## src/rtl/uart_rx_ctrl.sv

```systemverilog
// UART receive controller: samples a filtered serial line at mid-bit, assembles
// start/data/parity/stop framing and hands bytes out over a valid/ready handshake.
module uart_rx_ctrl #(
    parameter int CLKS_PER_BIT = 868,
    parameter int DATA_BITS    = 8,
    parameter int PARITY_EN    = 0,
    parameter int PARITY_ODD   = 0
) (
    input  logic       clk,
    input  logic       rst,
    input  logic       rxd_filtered,
    input  logic       rx_ready,
    output logic [7:0] rx_data,
    output logic       rx_valid,
    output logic       rx_perr,
    output logic       frame_err,
    output logic       overrun_err,
    output logic       busy
);

    localparam logic [15:0] LAST_CNT = 16'(CLKS_PER_BIT - 1);
    localparam logic [15:0] MID_CNT  = 16'(CLKS_PER_BIT / 2);
    localparam logic [2:0]  LAST_IDX = 3'(DATA_BITS - 1);
    localparam logic        ODD_BIT  = (PARITY_ODD != 0);
    localparam logic        PAR_ON   = (PARITY_EN != 0);

    typedef enum logic [2:0] {
        WAIT_IDLE,
        IDLE,
        START,
        DATA,
        PARITY,
        STOP
    } state_t;

    state_t                 state_reg;
    logic [15:0]            cnt_reg;
    logic [2:0]             idx_reg;
    logic [DATA_BITS-1:0]   shift_reg;
    logic [DATA_BITS-1:0]   data_reg;
    logic                   perr_reg;
    logic                   rx_perr_reg;
    logic                   valid_reg;
    logic                   ferr_reg;
    logic                   ovr_reg;
    logic                   busy_reg;

    logic                   bit_done;
    logic [DATA_BITS-1:0]   shift_next;
    logic                   par_calc;

    assign bit_done   = (cnt_reg == LAST_CNT);
    assign shift_next = {rxd_filtered, shift_reg[DATA_BITS-1:1]};
    // Nonzero when the data plus parity bit violate the configured parity sense.
    assign par_calc   = (^shift_reg) ^ rxd_filtered ^ ODD_BIT;

    always_ff @(posedge clk or negedge rst) begin
        if (!rst) begin
            state_reg   <= WAIT_IDLE;
            cnt_reg     <= '0;
            idx_reg     <= '0;
            shift_reg   <= '0;
            data_reg    <= '0;
            perr_reg    <= 1'b0;
            rx_perr_reg <= 1'b0;
            valid_reg   <= 1'b0;
            ferr_reg    <= 1'b0;
            ovr_reg     <= 1'b0;
            busy_reg    <= 1'b0;
        end else begin
            ferr_reg <= 1'b0;
            ovr_reg  <= 1'b0;
            if (valid_reg && rx_ready) begin
                valid_reg <= 1'b0;
            end
            case (state_reg)
                WAIT_IDLE: begin
                    if (rxd_filtered) begin
                        state_reg <= IDLE;
                    end
                end
                IDLE: begin
                    if (!rxd_filtered) begin
                        state_reg <= START;
                        cnt_reg   <= '0;
                        busy_reg  <= 1'b1;
                    end
                end
                START: begin
                    if (cnt_reg == MID_CNT) begin
                        cnt_reg <= '0;
                        idx_reg <= '0;
                        if (!rxd_filtered) begin
                            state_reg <= DATA;
                        end else begin
                            state_reg <= IDLE;
                            busy_reg  <= 1'b0;
                        end
                    end else begin
                        cnt_reg <= cnt_reg + 16'd1;
                    end
                end
                DATA: begin
                    if (bit_done) begin
                        cnt_reg   <= '0;
                        shift_reg <= shift_next;
                        idx_reg   <= idx_reg + 3'd1;
                        if (idx_reg == LAST_IDX) begin
                            state_reg <= PAR_ON ? PARITY : STOP;
                        end
                    end else begin
                        cnt_reg <= cnt_reg + 16'd1;
                    end
                end
                PARITY: begin
                    if (bit_done) begin
                        cnt_reg   <= '0;
                        perr_reg  <= par_calc;
                        state_reg <= STOP;
                    end else begin
                        cnt_reg <= cnt_reg + 16'd1;
                    end
                end
                STOP: begin
                    if (bit_done) begin
                        cnt_reg  <= '0;
                        busy_reg <= 1'b0;
                        if (rxd_filtered) begin
                            // Leave at mid-stop so a back-to-back start edge is still caught.
                            state_reg <= IDLE;
                            if (!valid_reg || rx_ready) begin
                                valid_reg   <= 1'b1;
                                data_reg    <= shift_reg;
                                rx_perr_reg <= PAR_ON & perr_reg;
                            end else begin
                                ovr_reg <= 1'b1;
                            end
                        end else begin
                            state_reg <= WAIT_IDLE;
                            ferr_reg  <= 1'b1;
                        end
                    end else begin
                        cnt_reg <= cnt_reg + 16'd1;
                    end
                end
                default: begin
                    state_reg <= WAIT_IDLE;
                    busy_reg  <= 1'b0;
                end
            endcase
        end
    end

    genvar gi;
    generate
        for (gi = 0; gi < 8; gi++) begin : g_data
            if (gi < DATA_BITS) begin : g_used
                assign rx_data[gi] = data_reg[gi];
            end else begin : g_pad
                assign rx_data[gi] = 1'b0;
            end
        end
    endgenerate

    assign rx_valid    = valid_reg;
    assign rx_perr     = rx_perr_reg;
    assign frame_err   = ferr_reg;
    assign overrun_err = ovr_reg;
    assign busy        = busy_reg;

endmodule
```

## config.mk

```make
export PLATFORM = sky130hd
export DESIGN_NAME = uart_rx_ctrl
export DESIGN_NICKNAME = d
export VERILOG_FILES = /design/src/rtl/uart_rx_ctrl.sv
export SDC_FILE = /design/constraint.sdc
export NUM_CORES = 1
export LEC_CHECK = 0
export ABC_CLOCK_PERIOD_IN_PS = 2100
export BUFFER_PORTS_ARGS = -buffer_cell sky130_fd_sc_hd__buf_2
export CORE_MARGIN = 2
export CORE_UTILIZATION = 53
export DETAILED_ROUTE_END_ITERATION = 12
export PLACE_DENSITY = 0.72
export SYNTH_ARGS = -nofsm -noshare
export SYNTH_HDL_FRONTEND = slang
export SYNTH_SLANG_ARGS = --single-unit
```

## constraint.sdc

```tcl
create_clock -name clk -period 2.1 [get_ports clk]
set_input_delay 0.105 -clock clk [delete_from_list [all_inputs] [get_ports clk]]
set_output_delay 0.105 -clock clk [all_outputs]
set_load 0.01 [all_outputs]
```

After elaboration in Yosys (flattened, before gate mapping)
Cells that the tools add are included.
{"block": "op_classes", "n_bitwise": 1, "eq_ne": 16, "n_reduce_logical": 14, "muxes": 34, "addsub": 2}
{"cell": "two-way mux 16 bit", "count": 3}
{"cell": "case mux 16 bit (3 select lines)", "count": 1}
{"cell": "two-way mux 3 bit", "count": 9}
{"cell": "case mux 3 bit (6 select lines)", "count": 1}
{"cell": "two-way mux 1 bit", "count": 17}
{"cell": "adder 16 x 1 -> 16 bit (second input constant)", "count": 1}
{"cell": "== test 16 x 10 -> 1 bit (second input constant)", "count": 1}
{"cell": "== test 16 x 9 -> 1 bit (second input constant)", "count": 1}
{"cell": "inequality test 2 bit (second input constant)", "count": 8}
{"cell": "== test 3 bit (second input constant)", "count": 3}
{"cell": "AND reduction 7 bit", "count": 1}
{"cell": "== test 3 x 2 -> 1 bit (second input constant)", "count": 2}
{"cell": "case mux 3 bit (2 select lines)", "count": 1}
{"cell": "OR reduction 3 bit", "count": 2}
{"cell": "AND reduction 5 bit", "count": 1}
{"cell": "case mux 1 bit (4 select lines)", "count": 1}
{"cell": "AND reduction 2 bit", "count": 2}
{"cell": "AND reduction 4 bit", "count": 1}
{"cell": "adder 3 x 1 -> 3 bit (second input constant)", "count": 1}
{"cell": "== test 3 x 1 -> 1 bit (second input constant)", "count": 1}
{"cell": "logical NOT 3 bit", "count": 1}
{"cell": "AND reduction 3 bit", "count": 1}
{"cell": "nonzero test 3 bit", "count": 1}
{"cell": "two-way mux 2 bit", "count": 1}
{"cell": "5 further kinds", "count": 5}
{"block": "word_totals", "register_bits": 42, "in_bits": 4, "output_inout_bits": 13, "elab_cells": 76}

Depth between registers and ports, before layout
{"block": "logic_depth", "ltp_word": 6, "depth_mapped": 8, "depth_no_buf": 7}

Least setup slack after synthesis
Ideal clock, no wire load.
{"block": "synth_timing", "kind": "flip-flop to flip-flop", "start": "register cnt_reg[2]", "end": "register cnt_reg[9]", "t_arrival_ns": 2.112, "stages_incl_launch_ff": 6, "slack_ns": -0.133, "period_less_slack_ns": 2.233, "setup_ns": 0.121, "path_buffers": 0, "t_required_ns": 1.979, "cell_sequence": "dfrtp_1 > or4_4 > or4_4 > a2bb2oi_2 > o21ai_1 > a22o_1"}
{"block": "synth_between", "elab_chain_len": 3, "word_cells_on_any_way": 6, "cone_classes": "add/sub (1); eq/ne (2); mux (3)"}
{"item": "from (decl)", "line_no": "37", "text": "logic [15:0] cnt_reg;"}
{"item": "from (signal assigned)", "line_no": "100", "text": "cnt_reg <= cnt_reg + 16'd1;"}
{"item": "from (signal assigned)", "line_no": "112", "text": "cnt_reg <= cnt_reg + 16'd1;"}
{"item": "from (signal assigned)", "line_no": "121", "text": "cnt_reg <= cnt_reg + 16'd1;"}
{"item": "adder 16 x 1 -> 16 bit (tied with other cells)"}
{"item": "two-way mux 16 bit, on equally long branches"}
{"item": "case mux 16 bit (3 select lines) (*)", "line_no": "76", "text": "case (state_reg)"}
Mark *: on every way between the ends. The rest lies on a longest branch, timed or not.
A chain may end at the register's enable or synchronous reset.

Worst setup path in the final report
{"block": "layout_timing", "start": "register cnt_reg[3]", "end": "register cnt_reg[9]"}
Same word-level chain as after synthesis.

==> out/results.txt <==
Largest voltage drop on the vdd net - 0.376 mV
Placed Area - 0.00243 mm²
Share of synthesized flip-flops with an asynchronous set or reset - 1.00
IO Port Bufs - 15
Number of cells on the worst hold path - 3
WP data arrival - 2.40 ns
Worst clock skew - 0.00348 ns
Type of the most critical hold path - input pin to register
Top_reg_cell synth - sky130_fd_sc_hd__dfrtp_1
Run status - finished, violations left
Maximum buffer depth of the clock tree - 2
Largest delay contributor family on the critical path - simple AND/OR/NAND/NOR gates
Post-detailed-route count of antenna-violating nets - 0
P&R area growth vs syn - 23.3%
Cell Rows - 23
Relative max-transition margin - 0.378
Antenna violations before repair - 0
Number of global-route vias before repair - 1697
Sort of element at the start of the critical path - register
GRT Util Overall - 0.234
Pin count of the biggest net entering global routing - 43
Final worst setup slack - -0.109 ns
Initial DRC Count - 116
Final period demand of the worst path - 2.21 ns
Crit path required time - 2.29 ns
Number of buffers and inverters on the critical path - 0
Clock insertion delay at the later pin of the skew report - 0.30 ns
Clock slew seen by the registers of the worst setup and hold paths - 0.08 ns
Synth Instances - 198
Accumulated negative setup slack - -1.30 ns
Critical-path maximum fanout - 8
Library cell contributing the largest single delay on the critical path - sky130_fd_sc_hd__or4_4
Endpoint class of the critical path - register
Cell with the most instances on the worst path - sky130_fd_sc_hd__or4_4
Vias - 1712
H-tree Lvls - 2
Vertical die dimension - 67.6 µm
Half-perimeter wire length after detailed placement - 3.38 mm
Sum of routed wire length over all layers - 4.84 mm
Floorplan die area - 0.00457 mm²
Avg WL per Cell - 16.6 µm
Number of warnings issued by yosys - 0
GRT met2 Usage - 0.391
Library cell occupying the most area in the post-synthesis netlist - sky130_fd_sc_hd__dfrtp_1
GR Layer Usage met3 - 0.0567
Type of the worst setup path - register to register
Detail-routed via count per cell - 5.88
Count of flip-flops with a built-in enable after synthesis - 0
Slew @ Worst Pin - 0.934 ns
Largest cells by area after synthesis - sky130_fd_sc_hd__dfrtp_1 49%, sky130_fd_sc_hd__mux2_2 4.7%, sky130_fd_sc_hd__o21ai_0 3.0%
Die width - 67.6 µm
Seq cells post-synth - 42
Largest incremental delay on the critical path - 0.60 ns
# IOs - 17
Total of fill cells in the finished design - 294
Placeable Area - 0.00394 mm²
Fin crit share - 1.05
Global placement routability congestion - 0.893
Initial standard-cell utilization of the core - 0.543
Chain of cells forming the critical path - or4_4, or4_4, a2bb2oi_4, o21ai_1, a22o_1
Total power per unit cell area - 517 mW/mm²
Worst slack at placement - -0.162 ns
Final Net Count - 248
Commonest cells post-synth - 42 x sky130_fd_sc_hd__dfrtp_1, 15 x sky130_fd_sc_hd__nor2_1, 13 x sky130_fd_sc_hd__nand2_1, 13 x sky130_fd_sc_hd__o21ai_0, 9 x sky130_fd_sc_hd__mux2_2
Clock buffers created by TritonCTS - 5
Max-Cap Viols - 0
Average size of a mapped cell - 10.8 µm²
Residual overflow from global routing - 0
GR Util met1 - 0.290
Leakage Power - 1.23 nW
TritonCTS sink count - 42
Number of flip-flops in the largest register - 16
Violations in the final reports - setup timing
Clock root buffer master - sky130_fd_sc_hd__clkbuf_8
Global-route layer with the greatest usage - met2
CTS tree - built
Area of all placed cells without fillers - 0.00264 mm²
Area share of the largest cell type after synthesis - 0.491
Critical path depth in cells - 5
Fraction of final layout cells with drive strength greater than 1 - 0.349
Max Transition Viols Final - 0
Netlist area before placement - 0.00214 mm²
Setup violation total in the final timing report - 29
Final Hold Viols - 0
Post-Syn Nets - 206
Distinct cells, synth - 43
Pre-Repair DR Iteration Count - 5
Setup repair after global routing missed its margin - true
Cell with the most instances after synthesis - sky130_fd_sc_hd__dfrtp_1
Register area share after synthesis - 0.491
DRC Markers - 0
Antenna fix cells - 0
Global-route wire length before repair - 7.80 mm
Maximum frequency from static timing analysis - 453 MHz
Length in cells of the worst reg-to-reg path - 5
## cell usage in the layout (no fill, tap or decap), drive strengths merged, types with 2 or more instances in the layout
cell type	count
a2111oi	2
a21o	3
a21oi	8
a22o	4
a31oi	2
and2	2
and3	3
buf	41
clkbuf	5
clkinv	2
dfrtp	42
ha	4
inv	5
mux2	16
nand2	13
nand2b	5
nand3	9
nand3b	2
nand4	6
nand4b	2
nor2	15
nor2b	3
nor3	5
nor3b	2
nor4	3
o211ai	2
o21ai	15
or3	3
or4	3
xor2	6
## tightest hold or removal path, stage by stage
cell	delay (ns)
sky130_fd_sc_hd__buf_2	0.07
sky130_fd_sc_hd__nor2b_1	0.06
sky130_fd_sc_hd__a21o_1	0.15
## final timing paths
kind / start / end / slack [ns]
setup / recovery: cnt_reg[3]$_DFFE_PN0P_ / cnt_reg[9]$_DFFE_PN0P_ / -0.11
hold / removal: rx_ready / rx_valid$_DFF_PN0_ / 0.11
setup reg to reg: cnt_reg[3]$_DFFE_PN0P_ / cnt_reg[9]$_DFFE_PN0P_ / -0.11
hold reg to reg: busy$_DFFE_PN0P_ / busy$_DFFE_PN0P_ / 0.50
max in group asynchronous: rst / cnt_reg[11]$_DFFE_PN0P_ / 1.05
min in group asynchronous: rst / overrun_err$_DFF_PN0_ / 0.48
## logic make-up (layout without fill, tap and decap cells)
kind of cell / count (synthesis) / after routing / synth area share
other cells: 1 / 1 / 0.00175
flops: 42 / 42 / 0.491
buf+inv: 13 / 55 / 0.0315
simple gates: 76 / 77 / 0.213
fa+ha+maj: 4 / 4 / 0.0234
compound gates: 39 / 39 / 0.120
mux: 16 / 16 / 0.0911
xor+xnor: 7 / 7 / 0.0286
## report_power, final
| part | switching, mW | leakage [nW] | internal, mW |
|---|---|---|---|
| Sequential | 0.000878 | 0.554 | 0.809 |
| Clock | 0.294 | 0.0441 | 0.234 |
| Combinational | 0.0218 | 0.636 | 0.00504 |
## area by class of cell
type,instances,area (µm²),area share
well taps,50,62.6,0.0237
repair buffers,42,288,0.109
clock buffers,5,68.8,0.0261
inverters,5,18.8,0.00711
multi-input cells,144,1130,0.428
flip-flops and latches,42,1050,0.398
clock inverters,3,21.3,0.00805
## per-stage QoR
| step | hold slack, ns | cells | utilization | power, mW |
|---|---|---|---|---|
| after floorplan | -0.191 | 198 | - | 0.833 |
| after CTS | 0.107 | 288 | 0.655 | 1.38 |
| after global routing | 0.118 | 291 | 0.670 | 1.42 |
| final | 0.115 | 291 | 0.670 | 1.36 |
| after global placement | 0.270 | 276 | 0.616 | 0.851 |
| after detailed placement | 0.294 | 276 | 0.616 | 0.852 |
## metal layers
layer	wire, µm	vias to the layer above
met3	264	7
met5	0	-
met4	53	0
li1	-	802
met2	2470	61
met1	2050	842
## timing repair
item                                   CTS  global route
setup endpoints to repair               37            37
setup buffers                            2             3
gates cloned                             1             0
resized for setup                       12             7
pin swaps                               10             5
endpoints found under the hold margin   42             0
hold buffers                             1             0
Note: power is estimated with default switching activity, not from simulation.
